## config.mk

```make
export PLATFORM = sky130hd
export DESIGN_NAME = tlk2711_tx_cmd_mc
export DESIGN_NICKNAME = d
export VERILOG_FILES = /design/src/rtl/tlk2711_pkg.sv /design/src/rtl/tlk2711_tx_cmd_ch.sv /design/src/rtl/tlk2711_tx_cmd_mc.sv
export SDC_FILE = /design/constraint.sdc
export NUM_CORES = 1
export LEC_CHECK = 0
export ABC_AREA = 1
export BUFFER_PORTS_ARGS = -buffer_cell sky130_fd_sc_hd__buf_2
export CAP_MARGIN = 10
export CELL_PAD_IN_SITES_DETAIL_PLACEMENT = 1
export CELL_PAD_IN_SITES_GLOBAL_PLACEMENT = 2
export CORE_ASPECT_RATIO = 1.75
export CORE_UTILIZATION = 35
export DETAILED_ROUTE_END_ITERATION = 8
export GPL_ROUTABILITY_DRIVEN = 0
export PLACE_DENSITY_LB_ADDON = 0.1
export RECOVER_POWER = 50
export SKIP_CTS_REPAIR_TIMING = 1
export SYNTH_ARGS = -nofsm -noshare
export SYNTH_HDL_FRONTEND = slang
export SYNTH_SLANG_ARGS = --single-unit
```

## constraint.sdc

```tcl
create_clock -name clk -period 5.3 [get_ports clk]
set_input_delay 0.53 -clock clk [delete_from_list [all_inputs] [get_ports clk]]
set_output_delay 0.53 -clock clk [all_outputs]
set_load 0.01 [all_outputs]
```

## src/rtl/tlk2711_pkg.sv

```systemverilog
// Shared definitions for the multi-channel TLK2711 TX command generator.
// Contents:
//   ch_state_e  - per-channel FSM state (IDLE, REQ, WAIT, DRAIN)
//   ALIGN_BYTES - DMA alignment granule in bytes
//   align8()    - rounds a 16-bit byte length up to the next multiple of 8
package tlk2711_pkg;

  typedef enum logic [1:0] {
    IDLE  = 2'd0,
    REQ   = 2'd1,
    WAIT  = 2'd2,
    DRAIN = 2'd3
  } ch_state_e;

  localparam int ALIGN_BYTES = 8;

  // The result is 17 bits wide because 0xFFF9..0xFFFF round up to 0x10000;
  // callers truncate to their command length width.
  function automatic logic [16:0] align8(input logic [15:0] len);
    logic [13:0] granules;
    granules = {1'b0, len[15:3]} + {13'd0, |len[2:0]};
    return {granules, 3'b000};
  endfunction

endpackage

```

## src/rtl/tlk2711_tx_cmd_ch.sv

```systemverilog
// One TX channel of the command generator: holds the channel FSM, the
// read counter and the running address, and presents the command it wants
// issued while in REQ.
// Optional feature macro: TLK2711_TX_CMD_WRAP_EN (ring-buffer addressing).
// Ports:
//   clk, rst            clock, synchronous active-high reset
//   soft_rst            abort pulse for this channel
//   start               start pulse; latches the transfer configuration
//   base_addr           transfer start address
//   packet_body/tail    body / tail lengths in bytes (tail 0 = no tail)
//   body_num            number of body reads
//   ring_bytes          ring size (only with TLK2711_TX_CMD_WRAP_EN)
//   cmd_ack             this channel's command was accepted this cycle
//   dma_last            DMA last beat tagged with this channel
//   req                 channel is in REQ
//   cmd_addr, cmd_len   command the channel wants issued
//   busy                channel not IDLE
//   done                registered pulse: final read retired
//   err                 combinational: protocol error this cycle
module tlk2711_tx_cmd_ch
  import tlk2711_pkg::*;
#(
  parameter int ADDR_WIDTH = 32,
  parameter int DLEN_WIDTH = 16
) (
  input  logic                  clk,
  input  logic                  rst,
  input  logic                  soft_rst,
  input  logic                  start,
  input  logic [ADDR_WIDTH-1:0] base_addr,
  input  logic [15:0]           packet_body,
  input  logic [15:0]           packet_tail,
  input  logic [15:0]           body_num,
`ifdef TLK2711_TX_CMD_WRAP_EN
  input  logic [ADDR_WIDTH-1:0] ring_bytes,
`endif
  input  logic                  cmd_ack,
  input  logic                  dma_last,
  output logic                  req,
  output logic [ADDR_WIDTH-1:0] cmd_addr,
  output logic [DLEN_WIDTH-1:0] cmd_len,
  output logic                  busy,
  output logic                  done,
  output logic                  err
);

  localparam int AW1 = ADDR_WIDTH + 1;

  ch_state_e             state_r;
  ch_state_e             state_nxt_s;
  logic                  load_s;
  logic                  advance_s;
  logic                  done_s;
  logic                  err_s;
  logic                  done_r;
  logic [16:0]           frame_cnt_r;
  logic [16:0]           frame_nxt_s;
  logic [15:0]           num_r;
  logic                  has_tail_r;
  logic [DLEN_WIDTH-1:0] body_len_r;
  logic [DLEN_WIDTH-1:0] tail_len_r;
  logic [ADDR_WIDTH-1:0] addr_r;
  logic [ADDR_WIDTH-1:0] addr_nxt_s;
  logic                  is_body_s;
  logic                  more_s;

  // frame_cnt is one bit wider than body_num so the tail slot (== body_num)
  // and "past the tail" (body_num+1) never alias, even for body_num=0xFFFF.
  assign is_body_s   = (frame_cnt_r < {1'b0, num_r});
  assign frame_nxt_s = frame_cnt_r + 17'd1;
  assign more_s      = (frame_nxt_s < {1'b0, num_r}) |
                       ((frame_nxt_s == {1'b0, num_r}) & has_tail_r);

`ifdef TLK2711_TX_CMD_WRAP_EN
  // addr_r holds the offset from base; it wraps at the ring size.
  logic [ADDR_WIDTH-1:0] base_r;
  logic [AW1-1:0]        off_sum_s;

  assign off_sum_s  = {1'b0, addr_r} + AW1'(body_len_r);
  assign addr_nxt_s = (off_sum_s >= {1'b0, ring_bytes}) ?
                      ADDR_WIDTH'(off_sum_s - {1'b0, ring_bytes}) :
                      ADDR_WIDTH'(off_sum_s);
  assign cmd_addr   = base_r + addr_r;

  // Base address register for ring mode.
  always_ff @(posedge clk) begin
    if (rst) begin
      base_r <= {ADDR_WIDTH{1'b0}};
    end else if (load_s) begin
      base_r <= base_addr;
    end
  end
`else
  // addr_r holds the absolute address; it simply wraps modulo 2^ADDR_WIDTH.
  assign addr_nxt_s = addr_r + ADDR_WIDTH'(body_len_r);
  assign cmd_addr   = addr_r;
`endif

  assign cmd_len = is_body_s ? body_len_r : tail_len_r;
  assign req     = (state_r == REQ);
  assign busy    = (state_r != IDLE);
  assign done    = done_r;
  assign err     = err_s;

  // Channel state register.
  always_ff @(posedge clk) begin
    if (rst) begin
      state_r <= IDLE;
    end else begin
      state_r <= state_nxt_s;
    end
  end

  // Next-state decode plus load/advance/done/error strobes.
  always_comb begin
    state_nxt_s = state_r;
    load_s      = 1'b0;
    advance_s   = 1'b0;
    done_s      = 1'b0;
    err_s       = 1'b0;
    case (state_r)
      IDLE: begin
        err_s = dma_last | (start & ~soft_rst & (packet_body == 16'd0));
        if (start && !soft_rst && (packet_body != 16'd0)) begin
          load_s = 1'b1;
          if ((body_num == 16'd0) && (packet_tail == 16'd0)) begin
            done_s      = 1'b1;
            state_nxt_s = IDLE;
          end else begin
            state_nxt_s = REQ;
          end
        end else begin
          state_nxt_s = IDLE;
        end
      end
      REQ: begin
        err_s = dma_last | (start & ~soft_rst);
        // An accepted command is in flight even if aborted, so its last must be drained.
        if (cmd_ack) begin
          state_nxt_s = soft_rst ? DRAIN : WAIT;
        end else if (soft_rst) begin
          state_nxt_s = IDLE;
        end else begin
          state_nxt_s = REQ;
        end
      end
      WAIT: begin
        err_s = start & ~soft_rst;
        if (dma_last) begin
          advance_s = 1'b1;
          if (soft_rst) begin
            state_nxt_s = IDLE;
          end else if (more_s) begin
            state_nxt_s = REQ;
          end else begin
            state_nxt_s = IDLE;
            done_s      = 1'b1;
          end
        end else if (soft_rst) begin
          state_nxt_s = DRAIN;
        end else begin
          state_nxt_s = WAIT;
        end
      end
      DRAIN: begin
        err_s = start & ~soft_rst;
        if (dma_last) begin
          state_nxt_s = IDLE;
        end else begin
          state_nxt_s = DRAIN;
        end
      end
      default: begin
        state_nxt_s = IDLE;
      end
    endcase
  end

  // Transfer configuration, read counter and address.
  always_ff @(posedge clk) begin
    if (rst) begin
      frame_cnt_r <= 17'd0;
      num_r       <= 16'd0;
      has_tail_r  <= 1'b0;
      body_len_r  <= {DLEN_WIDTH{1'b0}};
      tail_len_r  <= {DLEN_WIDTH{1'b0}};
      addr_r      <= {ADDR_WIDTH{1'b0}};
    end else if (load_s) begin
      frame_cnt_r <= 17'd0;
      num_r       <= body_num;
      has_tail_r  <= (packet_tail != 16'd0);
      body_len_r  <= DLEN_WIDTH'(align8(packet_body));
      tail_len_r  <= DLEN_WIDTH'(align8(packet_tail));
`ifdef TLK2711_TX_CMD_WRAP_EN
      addr_r      <= {ADDR_WIDTH{1'b0}};
`else
      addr_r      <= base_addr;
`endif
    end else if (advance_s) begin
      frame_cnt_r <= frame_nxt_s;
      addr_r      <= is_body_s ? addr_nxt_s : addr_r;
    end
  end

  // Done pulse register.
  always_ff @(posedge clk) begin
    if (rst) begin
      done_r <= 1'b0;
    end else begin
      done_r <= done_s;
    end
  end

endmodule

```

## src/rtl/tlk2711_tx_cmd_mc.sv

```systemverilog
// Multi-channel TLK2711 TX command generator. Each channel splits a transfer
// into body reads plus an optional tail read; a registered round-robin
// arbiter places channel commands onto a single DMA read-command port, and
// channel-tagged DMA last beats retire them.
// Optional feature macro: TLK2711_TX_CMD_WRAP_EN adds i_ring_bytes and
// ring-buffer addressing (offset from base wraps at the ring size).
// Ports:
//   clk, rst          clock, synchronous active-high reset
//   i_soft_rst        per-channel abort pulse
//   i_tx_start        per-channel start pulse
//   i_tx_base_addr    per-channel start address (ch0 in LSBs)
//   i_tx_packet_body  per-channel body length, bytes
//   i_tx_packet_tail  per-channel tail length, bytes (0 = no tail)
//   i_tx_body_num     per-channel number of body reads
//   i_ring_bytes      ring size, shared (only with TLK2711_TX_CMD_WRAP_EN)
//   o_rd_cmd_req      command valid, held until i_rd_cmd_ack
//   i_rd_cmd_ack      command accepted
//   o_rd_cmd_data     {ch, addr, len}
//   i_dma_rd_last     DMA read-data last beat
//   i_dma_rd_ch       channel owning the last beat
//   o_ch_busy         channel not IDLE
//   o_ch_done         pulse: channel's final read retired
//   o_err             pulse: protocol error
module tlk2711_tx_cmd_mc
  import tlk2711_pkg::*;
#(
  parameter  int NUM_CH     = 4,
  parameter  int ADDR_WIDTH = 32,
  parameter  int DLEN_WIDTH = 16,
  localparam int CH_W       = (NUM_CH > 1) ? $clog2(NUM_CH) : 1,
  localparam int CMD_W      = CH_W + ADDR_WIDTH + DLEN_WIDTH
) (
  input  logic                         clk,
  input  logic                         rst,
  input  logic [NUM_CH-1:0]            i_soft_rst,
  input  logic [NUM_CH-1:0]            i_tx_start,
  input  logic [NUM_CH*ADDR_WIDTH-1:0] i_tx_base_addr,
  input  logic [NUM_CH*16-1:0]         i_tx_packet_body,
  input  logic [NUM_CH*16-1:0]         i_tx_packet_tail,
  input  logic [NUM_CH*16-1:0]         i_tx_body_num,
`ifdef TLK2711_TX_CMD_WRAP_EN
  input  logic [ADDR_WIDTH-1:0]        i_ring_bytes,
`endif
  output logic                         o_rd_cmd_req,
  input  logic                         i_rd_cmd_ack,
  output logic [CMD_W-1:0]             o_rd_cmd_data,
  input  logic                         i_dma_rd_last,
  input  logic [CH_W-1:0]              i_dma_rd_ch,
  output logic [NUM_CH-1:0]            o_ch_busy,
  output logic [NUM_CH-1:0]            o_ch_done,
  output logic                         o_err
);

  localparam int              CHW1     = CH_W + 1;
  localparam logic [CH_W:0]   NUM_CH_L = CHW1'(NUM_CH);
  localparam logic [CH_W-1:0] LAST_CH  = CH_W'(NUM_CH - 1);

  logic [NUM_CH-1:0]     ch_req_s;
  logic [NUM_CH-1:0]     ch_ack_s;
  logic [NUM_CH-1:0]     ch_last_s;
  logic [NUM_CH-1:0]     ch_err_s;
  logic [ADDR_WIDTH-1:0] ch_addr_s [NUM_CH];
  logic [DLEN_WIDTH-1:0] ch_len_s  [NUM_CH];

  logic                  rd_cmd_req_r;
  logic [CMD_W-1:0]      rd_cmd_data_r;
  logic [CH_W-1:0]       grant_ch_r;
  logic [CH_W-1:0]       rr_ptr_r;
  logic                  err_r;

  logic                  pick_vld_s;
  logic [CH_W-1:0]       pick_ch_s;
  logic [CH_W:0]         rr_sum_s;
  logic [CH_W-1:0]       rr_idx_s;
  logic [CH_W-1:0]       rr_next_s;
  logic                  bad_last_s;

  for (genvar g = 0; g < NUM_CH; g++) begin : g_ch
    assign ch_ack_s[g]  = rd_cmd_req_r & i_rd_cmd_ack & (grant_ch_r == CH_W'(g));
    assign ch_last_s[g] = i_dma_rd_last & (i_dma_rd_ch == CH_W'(g));

    tlk2711_tx_cmd_ch #(
      .ADDR_WIDTH (ADDR_WIDTH),
      .DLEN_WIDTH (DLEN_WIDTH)
    ) u_ch (
      .clk         (clk),
      .rst         (rst),
      .soft_rst    (i_soft_rst[g]),
      .start       (i_tx_start[g]),
      .base_addr   (i_tx_base_addr[g*ADDR_WIDTH +: ADDR_WIDTH]),
      .packet_body (i_tx_packet_body[g*16 +: 16]),
      .packet_tail (i_tx_packet_tail[g*16 +: 16]),
      .body_num    (i_tx_body_num[g*16 +: 16]),
`ifdef TLK2711_TX_CMD_WRAP_EN
      .ring_bytes  (i_ring_bytes),
`endif
      .cmd_ack     (ch_ack_s[g]),
      .dma_last    (ch_last_s[g]),
      .req         (ch_req_s[g]),
      .cmd_addr    (ch_addr_s[g]),
      .cmd_len     (ch_len_s[g]),
      .busy        (o_ch_busy[g]),
      .done        (o_ch_done[g]),
      .err         (ch_err_s[g])
    );
  end

  // A last tagged with a channel number that does not exist is an error too.
  assign bad_last_s = i_dma_rd_last & ({1'b0, i_dma_rd_ch} >= NUM_CH_L);
  assign rr_next_s  = (grant_ch_r == LAST_CH) ? {CH_W{1'b0}} : (grant_ch_r + CH_W'(1));

  // Round-robin search: first requesting channel at or after the pointer.
  // Channels being aborted this cycle are skipped so no dead command is issued.
  always_comb begin
    pick_vld_s = 1'b0;
    pick_ch_s  = {CH_W{1'b0}};
    rr_sum_s   = {(CH_W+1){1'b0}};
    rr_idx_s   = {CH_W{1'b0}};
    for (int k = 0; k < NUM_CH; k++) begin
      rr_sum_s = {1'b0, rr_ptr_r} + CHW1'(k);
      rr_idx_s = (rr_sum_s >= NUM_CH_L) ? CH_W'(rr_sum_s - NUM_CH_L) : CH_W'(rr_sum_s);
      if (!pick_vld_s && ch_req_s[rr_idx_s] && !i_soft_rst[rr_idx_s]) begin
        pick_vld_s = 1'b1;
        pick_ch_s  = rr_idx_s;
      end else begin
        pick_vld_s = pick_vld_s;
      end
    end
  end

  // Command register: grant when idle, hold until ack, withdraw on abort.
  always_ff @(posedge clk) begin
    if (rst) begin
      rd_cmd_req_r  <= 1'b0;
      rd_cmd_data_r <= {CMD_W{1'b0}};
      grant_ch_r    <= {CH_W{1'b0}};
      rr_ptr_r      <= {CH_W{1'b0}};
    end else if (rd_cmd_req_r) begin
      if (i_rd_cmd_ack) begin
        rd_cmd_req_r <= 1'b0;
        rr_ptr_r     <= rr_next_s;
      end else if (i_soft_rst[grant_ch_r]) begin
        rd_cmd_req_r <= 1'b0;
      end
    end else if (pick_vld_s) begin
      rd_cmd_req_r  <= 1'b1;
      grant_ch_r    <= pick_ch_s;
      rd_cmd_data_r <= {pick_ch_s, ch_addr_s[pick_ch_s], ch_len_s[pick_ch_s]};
    end
  end

  // Error pulse register.
  always_ff @(posedge clk) begin
    if (rst) begin
      err_r <= 1'b0;
    end else begin
      err_r <= (|ch_err_s) | bad_last_s;
    end
  end

  assign o_rd_cmd_req  = rd_cmd_req_r;
  assign o_rd_cmd_data = rd_cmd_data_r;
  assign o_err         = err_r;

endmodule

```

==> results by group, run 1 <==
Logic synthesis
  • Ys async rst share: 0%
  • Synthesis warning total: 0
  • Post-synth top area share: 30.02%
  • Syn Std Cell Area: 28740 um^2
  • Area contributors post-synth: dfxtp_1 (30%), nand2_1 (13%), ha_1 (8.9%)
  • Mean Syn Cell Area: 6.648 um^2
  • Main synth FF type: dfxtp_1
  • Most instantiated library cell after synthesis: nand2_1
  • EDFF count, synth: 0
  • Area leader, netlist: dfxtp_1
  • Count of different cell masters after synthesis: 54
  • Yosys reg bits: 431
  • Most common library cells after synthesis: nand2_1 (968), inv_1 (491), dfxtp_1 (431)
  • Sequential area share after synthesis: 30.02%
  • Post-Synthesis Cells: 4323

Status
  • Run status: finished with violations
  • Failing checks: max-capacitance violations, max-slew violations

Setup path
  • Worst EP arrival: 4.84 ns
  • Crit-path max FO: 45
  • Startpoint Class: input port
  • Reg-to-Reg Start: g_ch[2].u_ch.state_r[0]$_SDFF_PP0_
  • R2R depth: 7
  • Register-to-register setup slack: 1.11 ns
  • R2r endpoint: g_ch[2].u_ch.tail_len_r[13]$_SDFFE_PP0P_
  • WP data required: 5.79 ns
  • Critical path class: input port to flip-flop
  • Crit end category: flip-flop

Floorplan
  • Site Rows: 138
  • I/O Pins: 394
  • Initial core utilization: 35.41%
  • Die area: 83310 um^2
  • Core outline area: 81150 um^2
  • Die height: 381.1 um
  • Die W: 218.6 um

Routing
  • Antenna violation net count after detailed routing: 0
  • Initial DRT Pass Iterations: 5
  • Via count: 30350
  • DRC Markers: 0
  • Wirelength per Cell: 21.36 um
  • Routed WL: 122100 um
  • Initial DRC count: 1426
  • Vias per inst: 5.307

STA
  • Final worst slack: 0.9523 ns
  • Final period utilization: 82.03%
  • Measured slew at the worst slew-check pin: 2.298 ns
  • Slew HR: -53.19%
  • Clk_skew: 0.02921 ns
  • Final Hold Fails: 0
  • RSZ-0062 raised after global routing: no
  • Setup TNS Final: 0 ns
  • Hold WS: 0.1055 ns
  • Max-slew violations: 79
  • Fmax: 230.0 MHz
  • Tmin final: 4.348 ns
  • # setup viols final: 0

CTS
  • Cts bufs inserted: 49
  • Clk slew on worst S/H paths: 0.07 ns
  • Max Root-Sink Buffers: 3
  • Clock latency on the worst-skew pair: 0.63 ns
  • CTS tree: done
  • H-tree depth: 2
  • Clock Tree Root: clkbuf_16
  • Sink Count: 431

Layout
  • Final Non-Filler Cells: 5718
  • Area Growth Syn to Fin: 15.41%
  • Layout cells sized above 1: 10.69%
  • Nets@finish: 5161

GRT
  • Largest net degree at the start of global routing: 80
  • Vias in the first global route: 31750
  • Gr usage total: 29.07%
  • First-pass GRT wire length: 184700 um
  • Initial antenna violation count: 23
  • Grt total ovfl: 0

Hold path
  • Hold WC Path Type: input port to flip-flop
  • Hold path depth: 3
  • Hold Path End: g_ch[2].u_ch.cmd_addr[1]$_SDFFE_PP0P_
  • Hold path startpoint: i_tx_base_addr[65]

Placement
  • DP HPWL: 97270 um
  • # placed instances: 5618
  • Place WS: 1.412 ns
  • I/O Buffers: 390

Flow run
  • Max Cap Viol: 3

Pwr
  • Leak pwr: 14.82 nW
  • P per Cell Area: 311.6 nW/um^2
  • Total power: 10.34 mW
  • Maximum VDD drop: 0.2666 mV
==> cell usage in the layout (no fill, tap or decap), types with 6 or more instances in the layout <==
| cell | count |
|---|---|
| nand2_1 | 966 |
| inv_1 | 491 |
| dfxtp_1 | 431 |
| nor2_1 | 410 |
| buf_2 | 332 |
| nand3_1 | 323 |
| o21ai_0 | 315 |
| a21oi_1 | 285 |
| ha_1 | 204 |
| xor2_1 | 124 |
| nand4_1 | 104 |
| nor3_1 | 86 |
| clkbuf_1 | 70 |
| clkbuf_16 | 51 |
| nor4_1 | 46 |
| xnor2_1 | 44 |
| o211ai_1 | 34 |
| nand3b_1 | 32 |
| a31oi_1 | 31 |
| a211oi_1 | 28 |
| or2_2 | 24 |
| buf_4 | 24 |
| o22ai_1 | 20 |
| a22o_1 | 17 |
| a21o_1 | 16 |
| inv_2 | 11 |
| clkbuf_8 | 11 |
| clkinv_2 | 11 |
| o21a_1 | 10 |
| diode_2 | 9 |
| a22oi_1 | 9 |
| a32o_1 | 9 |
| nor3b_1 | 7 |
| bufinv_16 | 7 |
| o221ai_1 | 6 |
| o21ai_1 | 6 |
| o31ai_1 | 6 |
==> through the flow <==
step / util [%] / cell area, um^2
floorplan: - / 28750
global placement: 38.82 / 31510
detailed placement: 38.82 / 31510
CTS: 41.00 / 33270
global route: 40.86 / 33160
finish: 40.87 / 33170
==> worst max-delay path by stage <==
stage	startpoint	end	slack (ns)	depth (start not counted)
after floorplan	g_ch[3].u_ch.frame_cnt_r[0]$_SDFFE_PP0P_	g_ch[3].u_ch.done$_SDFF_PP0_	2.59	16
after global placement	i_soft_rst[2]	o_rd_cmd_data[5]$_SDFFE_PP0P_	1.53	14
after detailed placement	i_soft_rst[2]	o_rd_cmd_data[5]$_SDFFE_PP0P_	1.41	14
after CTS	rr_ptr_r[0]$_SDFFE_PP0P_	o_rd_cmd_data[5]$_SDFFE_PP0P_	1.57	12
after global routing	g_ch[2].u_ch.state_r[0]$_SDFF_PP0_	g_ch[2].u_ch.body_len_r[11]$_SDFFE_PP0P_	0.70	7
final	i_tx_packet_body[2]	g_ch[0].u_ch.tail_len_r[15]$_SDFFE_PP0P_	0.95	8
==> sequential cells by signal, indices dropped and copies added, names as in the netlist, 4 cells and up <==
register / cells
g_ch.u_ch.body_len_r: 52
o_rd_cmd_data: 46
g_ch.u_ch.done: 4
g_ch.u_ch.frame_cnt_r: 68
g_ch.u_ch.num_r: 64
g_ch.u_ch.tail_len_r: 52
g_ch.u_ch.state_r: 8
g_ch.u_ch.has_tail_r: 4
g_ch.u_ch.cmd_addr: 128
==> area by class of cell <==
cell class | count | area (um^2)
fill | 10760 | 47980
multi-input combinational | 3209 | 17450
sequential | 431 | 8628
timing repair buffer | 422 | 2090
inverter | 506 | 1899
clock buffer | 66 | 1443
tap | 1050 | 1314
clock inverter | 25 | 321.6
antenna | 9 | 22.52
==> worst max-delay path: stages <==
cell	delay (ns)
buf_2	0.09
nor3_1	0.56
nand4_1	0.39
nand3_2	0.22
clkbuf_1	1.65
nor2_2	0.69
inv_2	0.53
a22oi_1	0.15
==> metal layers <==
layer	routed length (um)	part of all wire, %	vias up	GRT usage [%]
li1	-	-	14980	-
met1	46860	38	14450	31.23
met2	62780	51	624	53.49
met3	5009	4.1	262	4.160
met4	7326	6.0	24	16.14
met5	159	0.13	-	0
==> cells by family after synthesis <==
| kind of cell | Yosys count | synth area share, % |
|---|---|---|
| flip-flops | 431 | 30.02 |
| multiplexers | 1 | 0.03483 |
| buffers and inverters | 685 | 9.351 |
| AND/OR/NAND/NOR | 2017 | 30.32 |
| XOR/XNOR | 169 | 5.176 |
| AO/OA/AOI/OAI | 811 | 15.93 |
| adder cells (fa/ha/maj) | 208 | 9.160 |
| other | 1 | 0.01305 |
==> report_power, final <==
group / leakage, nW / internal (mW) / switching (mW)
clock network: 0.868 / 2.25 / 1.59
registers: 3.51 / 3.52 / 0.222
logic: 10.4 / 0.838 / 1.91
Power figures use the tool's default switching activity.
==> run 2, diff against run 1 <==
--- a/config.mk
+++ b/config.mk
@@ -11,7 +11,7 @@
 export CELL_PAD_IN_SITES_DETAIL_PLACEMENT = 1
 export CELL_PAD_IN_SITES_GLOBAL_PLACEMENT = 2
 export CORE_ASPECT_RATIO = 1.75
-export CORE_UTILIZATION = 35
+export CORE_UTILIZATION = 29
 export DETAILED_ROUTE_END_ITERATION = 8
 export GPL_ROUTABILITY_DRIVEN = 0
 export PLACE_DENSITY_LB_ADDON = 0.1
==> constraint.sdc (replaced) <==
create_clock -name clk -period 3.83 [get_ports clk]
set_input_delay 0.383 -clock clk [delete_from_list [all_inputs] [get_ports clk]]
set_output_delay 0.383 -clock clk [all_outputs]
set_load 0.01 [all_outputs]
==> run 2 against run 1 <==
Final area increased by 2.9%. Core utilization decreased by 6.1 points. Clock-buffer cell count increased by 1. Sequential power increased by 38%. Largest cell class unchanged. Register-to-register slack got worse by 0.70 ns. Wire length increased by 4.8%. Clock power increased by 44%. Total power increased by 42%. Non-clock buffer count increased by 61. Sequential cell count unchanged. The run ends with negative hold slack, max-capacitance violations, max-slew violations left. Combinational power increased by 43%. Setup slack got worse by 0.54 ns. Highest routed layer unchanged.
==> results by group, run 2 (synthesis results as in run 1) <==
Status
  • Run status: finished with violations
  • Failing checks: negative hold slack, max-capacitance violations, max-slew violations

Routing
  • Met3 routed WL: 5500 um (+9.8%)
  • Wire length on met1: 49120 um (+4.8%)
  • DRC Markers: 0 (unchanged)
  • Met2 WL: 67130 um (+6.9%)
  • Via count: 30150 (-0.66%)
  • Routed WL: 127900 um (+4.8%)
  • Vias per inst: 4.991 (-6.0%)
  • Initial DRC count: 1110 (-22%)
  • Uppermost layer routed: met5
  • Initial DRT Pass Iterations: 5 (unchanged)
  • Wirelength per Cell: 21.18 um (-0.83%)
  • Antenna violation net count after detailed routing: 0 (unchanged)

CTS
  • Cts bufs inserted: 52 (+6.1%)
  • CTS tree: done
  • Max Root-Sink Buffers: 3 (unchanged)
  • Sink Count: 431 (unchanged)
  • Clk slew on worst S/H paths: 0.06 ns (about the same)
  • Clock latency on the worst-skew pair: 0.64 ns (about the same)
  • Clock Tree Root: clkbuf_16
  • H-tree depth: 2 (unchanged)

STA
  • Hold WS: -0.04203 ns (-0.1475 ns)
  • Final Hold Fails: 11 (+11)
  • Max-slew violations: 95 (+20%)
  • Tmin final: 3.418 ns
  • Final period utilization: 89.23%
  • Slew HR: -10.48% (+43 points)
  • Final worst slack: 0.4125 ns (-0.5399 ns)
  • Setup TNS Final: 0 ns (unchanged)
  • Fmax: 292.6 MHz
  • Measured slew at the worst slew-check pin: 1.657 ns (-0.6406 ns)
  • RSZ-0062 raised after global routing: no
  • # setup viols final: 0 (unchanged)
  • Clk_skew: 0.02250 ns (-0.006710 ns)

Hold path
  • Hold path depth: 3 (unchanged)
  • Hold Path End: g_ch[1].u_ch.cmd_addr[1]$_SDFFE_PP0P_
  • Hold path startpoint: i_tx_base_addr[33]
  • Hold WC Path Type: input port to flip-flop

Setup path
  • Startpoint Class: flip-flop
  • Most used cell, CP: clkbuf_1
  • Reg-to-Reg Start: g_ch[2].u_ch.state_r[0]$_SDFF_PP0_
  • Worst EP arrival: 3.99 ns (-0.85 ns)
  • Critical path class: flip-flop to flip-flop
  • R2r endpoint: g_ch[2].u_ch.cmd_addr[5]$_SDFFE_PP0P_
  • CP max-delay cell: clkbuf_1
  • Worst path cell trace: nor2_1, clkbuf_1, nand3_1, clkbuf_1, inv_1, clkbuf_1, nand2_1, o21ai_0, o21a_1
  • Family with the most delay on the worst path: buffers and inverters
  • Crit-path max FO: 22 (-51%)
  • R2R depth: 9 (+2)
  • WP data required: 4.41 ns (-1.38 ns)
  • Slowest cell delay on critical path: 0.92 ns (-0.73 ns)
  • Crit path buffers/inverters: 4 (+1)
  • Crit end category: flip-flop
  • Register-to-register setup slack: 0.41 ns (-0.70 ns)

Placement
  • Place WS: 0.3612 ns (-1.050 ns)
  • I/O Buffers: 390 (unchanged)
  • DP HPWL: 102200 um (+5.1%)

Layout
  • Nets@finish: 5225 (+1.2%)
  • Final core utilization: 34.79% (-6.1 points)
  • Most common cell after layout, fill and taps aside: nand2_1
  • Largest register FFs: 128 (unchanged)
  • Layout cells sized above 1: 10.97% (+0.28 points)
  • Most frequent cells in the layout: nand2_1 (966), inv_1 (491), dfxtp_1 (431)
  • Area Growth Syn to Fin: 18.79%

Floorplan
  • Site Rows: 152 (+10%)
  • Die W: 240.0 um (+9.8%)
  • Die area: 100400 um^2 (+21%)
  • Die height: 418.5 um (+9.8%)
  • Initial core utilization: 29.29% (-6.1 points)
  • Core outline area: 98130 um^2 (+21%)
  • I/O Pins: 394 (unchanged)

GRT
  • Gr usage total: 25.20% (-3.9 points)
  • Vias in the first global route: 31280 (-1.5%)
  • Initial antenna violation count: 26 (+13%)
  • Largest net degree at the start of global routing: 80 (unchanged)
  • Grt total ovfl: 0 (unchanged)
  • First-pass GRT wire length: 190600 um (+3.2%)

Pwr
  • Leak pwr: 15.12 nW (+2.0%)
  • Total power: 14.63 mW (+42%)
  • Maximum VDD drop: 0.4627 mV (+74%)
  • P per Cell Area: 428.5 nW/um^2 (+38%)

Flow run
  • Max Cap Viol: 3 (unchanged)
==> run 2: changes by cell type in the layout (fill, tap and decap cells not counted), sizes merged <==
cell	delta
dlygate4sd3	+37
buf	+18
clkbuf	+7
bufinv	+2
clkinv	-1
diode	-1
inv	+1
==> run 2: layout make-up <==
type	count	area (um^2)
tap	1309	1638
multi-input combinational	3209	17460
clock inverter	27	385.4
fill	12670	63990
antenna	8	20.02
sequential	431	8628
inverter	506	1899
timing repair buffer	483	2651
clock buffer	67	1459
==> run 2: where the power goes <==
group	total [mW]	internal, mW	switching, mW
sequential	5.17	4.87	0.295
clock	5.54	3.29	2.25
combinational	3.92	1.23	2.69
==> run 2: per-stage QoR <==
| step | std cells | instance area (um^2) | hold slack [ns] |
|---|---|---|---|
| 3_3_place_gp | 5901 | 32040 | 0.4421 |
| 3_5_place_dp | 5901 | 32040 | 0.4447 |
| 5_1_grt | 6038 | 34140 | -0.005443 |
| 2_1_floorplan | 4325 | 28750 | 0.4264 |
| 4_1_cts | 5995 | 33880 | -0.09680 |
| 6_report | 6040 | 34140 | -0.04203 |
==> run 2: how the worst max path moves through the flow <==
stage / start / end / slack (ns) / cells past startpoint
CTS: g_ch[3].u_ch.frame_cnt_r[0]$_SDFFE_PP0P_ / g_ch[3].u_ch.done$_SDFF_PP0_ / 0.34 / 16
floorplan: g_ch[3].u_ch.frame_cnt_r[0]$_SDFFE_PP0P_ / g_ch[3].u_ch.done$_SDFF_PP0_ / 1.12 / 16
detailed placement: g_ch[3].u_ch.frame_cnt_r[0]$_SDFFE_PP0P_ / g_ch[3].u_ch.done$_SDFF_PP0_ / 0.36 / 16
global placement: g_ch[3].u_ch.frame_cnt_r[0]$_SDFFE_PP0P_ / g_ch[3].u_ch.state_r[0]$_SDFF_PP0_ / 0.53 / 20
finish: g_ch[2].u_ch.state_r[0]$_SDFF_PP0_ / g_ch[2].u_ch.cmd_addr[5]$_SDFFE_PP0P_ / 0.41 / 9
global route: g_ch[2].u_ch.frame_cnt_r[0]$_SDFFE_PP0P_ / g_ch[2].u_ch.state_r[0]$_SDFF_PP0_ / 0.03 / 20
==> run 2: routing by layer <==
metal	GRT usage, %	vias up
li1	-	15100
met1	26.80	14330
met2	47.62	485
met3	4.462	199
met4	10.98	32
met5	0	-
==> run 2: worst register-to-register path: stages (launching register included) <==
cell and delay (ns):
dfxtp_1 0.35, nor2_1 0.12, clkbuf_1 0.27, nand3_1 0.18
clkbuf_1 0.40, inv_1 0.48, clkbuf_1 0.92, nand2_1 0.28
o21ai_0 0.20, o21a_1 0.16
==> run 3, diff against run 2 <==
==> constraint.sdc (replaced) <==
create_clock -name clk -period 3.83 [get_ports clk]
set_input_delay 0.383 -clock clk [delete_from_list [all_inputs] [get_ports clk]]
set_output_delay 0.383 -clock clk [all_outputs]
set_load 0.005 [all_outputs]
==> run 3 against run 2 <==
The flow still finishes with violations (negative hold slack, max-capacitance violations, max-slew violations). Total power shrank 0.53%. Core utilization barely moved. Final cell count unchanged. Sequential share of layout area about the same. Combinational power down 2%. Critical path depth stayed put. Sequential power barely moved. Global-route usage unchanged. Clock-buffer cell count unchanged. First-iteration DRC count unchanged. Via count hardly changed. Sequential cell count did not move. Largest power group unchanged.
==> results by group, run 3 (synthesis results as in run 1) <==
Routing
  • DRC Markers: 0 (unchanged)
  • Vias per inst: 4.990 (about the same)
  • Wirelength per Cell: 21.18 um (about the same)
  • Routed WL: 128000 um (about the same)
  • Initial DRC count: 1110 (unchanged)
  • Initial DRT Pass Iterations: 5 (unchanged)
  • Antenna violation net count after detailed routing: 0 (unchanged)
  • Via count: 30140 (-0.030%)

STA
  • Final worst slack: 0.4125 ns (+0.00007000 ns)
  • Max-slew violations: 95 (unchanged)
  • Fmax: 292.6 MHz (about the same)
  • Final Hold Fails: 11 (unchanged)
  • Measured slew at the worst slew-check pin: 1.657 ns (unchanged)
  • Hold WS: -0.04216 ns (-0.0001313 ns)
  • RSZ-0062 raised after global routing: no
  • Setup TNS Final: 0 ns (unchanged)
  • # setup viols final: 0 (unchanged)
  • Slew HR: -10.48% (unchanged)
  • Clk_skew: 0.02235 ns (-0.0001434 ns)
  • Tmin final: 3.417 ns (-0.00007000 ns)
  • Final period utilization: 89.23% (about the same)

CTS
  • Clk slew on worst S/H paths: 0.06 ns (about the same)
  • H-tree depth: 2 (unchanged)
  • Clock Tree Root: clkbuf_16
  • Clock latency on the worst-skew pair: 0.64 ns (about the same)
  • Cts bufs inserted: 52 (unchanged)
  • CTS tree: done
  • Max Root-Sink Buffers: 3 (unchanged)
  • Sink Count: 431 (unchanged)

Layout
  • Largest register FFs: 128 (unchanged)
  • Area Growth Syn to Fin: 18.82% (about the same)
  • Final core utilization: 34.80% (about the same)
  • Nets@finish: 5225 (unchanged)
  • Layout cells sized above 1: 11.07% (+0.11 points)
  • Most frequent cells in the layout: nand2_1 (966), inv_1 (491), dfxtp_1 (431)
  • Most common cell after layout, fill and taps aside: nand2_1

Floorplan
  • Die W: 240.0 um (unchanged)
  • I/O Pins: 394 (unchanged)
  • Site Rows: 152 (unchanged)
  • Core outline area: 98130 um^2 (unchanged)
  • Die area: 100400 um^2 (unchanged)
  • Initial core utilization: 29.29% (unchanged)
  • Die height: 418.5 um (unchanged)

Status
  • Failing checks: negative hold slack, max-capacitance violations, max-slew violations
  • Run status: finished with violations

Setup path
  • Critical path class: flip-flop to flip-flop
  • Startpoint Class: flip-flop
  • Crit end category: flip-flop
  • WP data required: 4.41 ns (about the same)
  • Worst EP arrival: 3.99 ns (about the same)
  • Crit-path max FO: 22 (unchanged)

Pwr
  • Leak pwr: 15.14 nW (+0.13%)
  • Total power: 14.55 mW (-0.53%)
  • P per Cell Area: 426.2 nW/um^2 (-0.55%)
  • Maximum VDD drop: 0.4627 mV (unchanged)

Placement
  • I/O Buffers: 390 (unchanged)
  • DP HPWL: 102200 um (unchanged)
  • Place WS: 0.3612 ns (unchanged)

Flow run
  • Max Cap Viol: 3 (unchanged)

Hold path
  • Hold WC Path Type: input port to flip-flop

GRT
  • Gr usage total: 25.20% (unchanged)
  • Vias in the first global route: 31280 (unchanged)
  • Largest net degree at the start of global routing: 80 (unchanged)
  • Initial antenna violation count: 26 (unchanged)
  • Grt total ovfl: 0 (unchanged)
  • First-pass GRT wire length: 190600 um (unchanged)
run 3: cell count changes in the layout (fill, tap and decap cells not counted):
cell      before  now
buf_2        330  335
clkbuf_1      78   73
run 3: power breakdown:
part / internal (mW) / switching (mW)
combinational: 1.23 / 2.61
sequential: 4.87 / 0.294
clock: 3.29 / 2.25
total: 9.39 / 5.16
run 3: path summary, 6_finish.rpt:
kind	start	end	slack, ns	depth (start not counted)
hold / removal	i_tx_base_addr[33]	g_ch[1].u_ch.cmd_addr[1]$_SDFFE_PP0P_	-0.04	3
setup / recovery	g_ch[2].u_ch.state_r[0]$_SDFF_PP0_	g_ch[2].u_ch.cmd_addr[5]$_SDFFE_PP0P_	0.41	9
hold reg to reg	g_ch[0].u_ch.tail_len_r[9]$_SDFFE_PP0P_	g_ch[0].u_ch.tail_len_r[9]$_SDFFE_PP0P_	0.46	2
setup reg to reg	g_ch[2].u_ch.state_r[0]$_SDFF_PP0_	g_ch[2].u_ch.cmd_addr[5]$_SDFFE_PP0P_	0.41	9
run 3: layout make-up:
cell class,instances,area [um^2]
clock buffer,67,1459
clock inverter,27,385.4
antenna,8,20.02
timing repair buffer,483,2658
tap,1309,1638
multi-input combinational,3209,17460
inverter,506,1899
sequential,431,8628
fill,12660,63990
run 3: worst max-delay path, stage by stage, from the launching register on:
cell	delay [ns]
dfxtp_1	0.35
nor2_1	0.12
clkbuf_1	0.27
nand3_1	0.18
clkbuf_1	0.40
inv_1	0.47
clkbuf_1	0.92
nand2_1	0.26
o21ai_0	0.20
o21a_1	0.16
run 3: metal layers:
layer / share of wire, % / vias up / track usage [%]
li1: - / 15100 / -
met1: 38 / 14320 / 26.80
met2: 52 / 487 / 47.62
met3: 4.3 / 199 / 4.462
met4: 4.7 / 32 / 10.98
met5: 0.16 / - / 0
run 3: metrics by stage:
stage	instance area (um^2)	cells
after floorplan	28750	4325
after global placement	32040	5901
after detailed placement	32040	5901
after CTS	33880	5995
after global routing	34140	6038
final	34150	6040
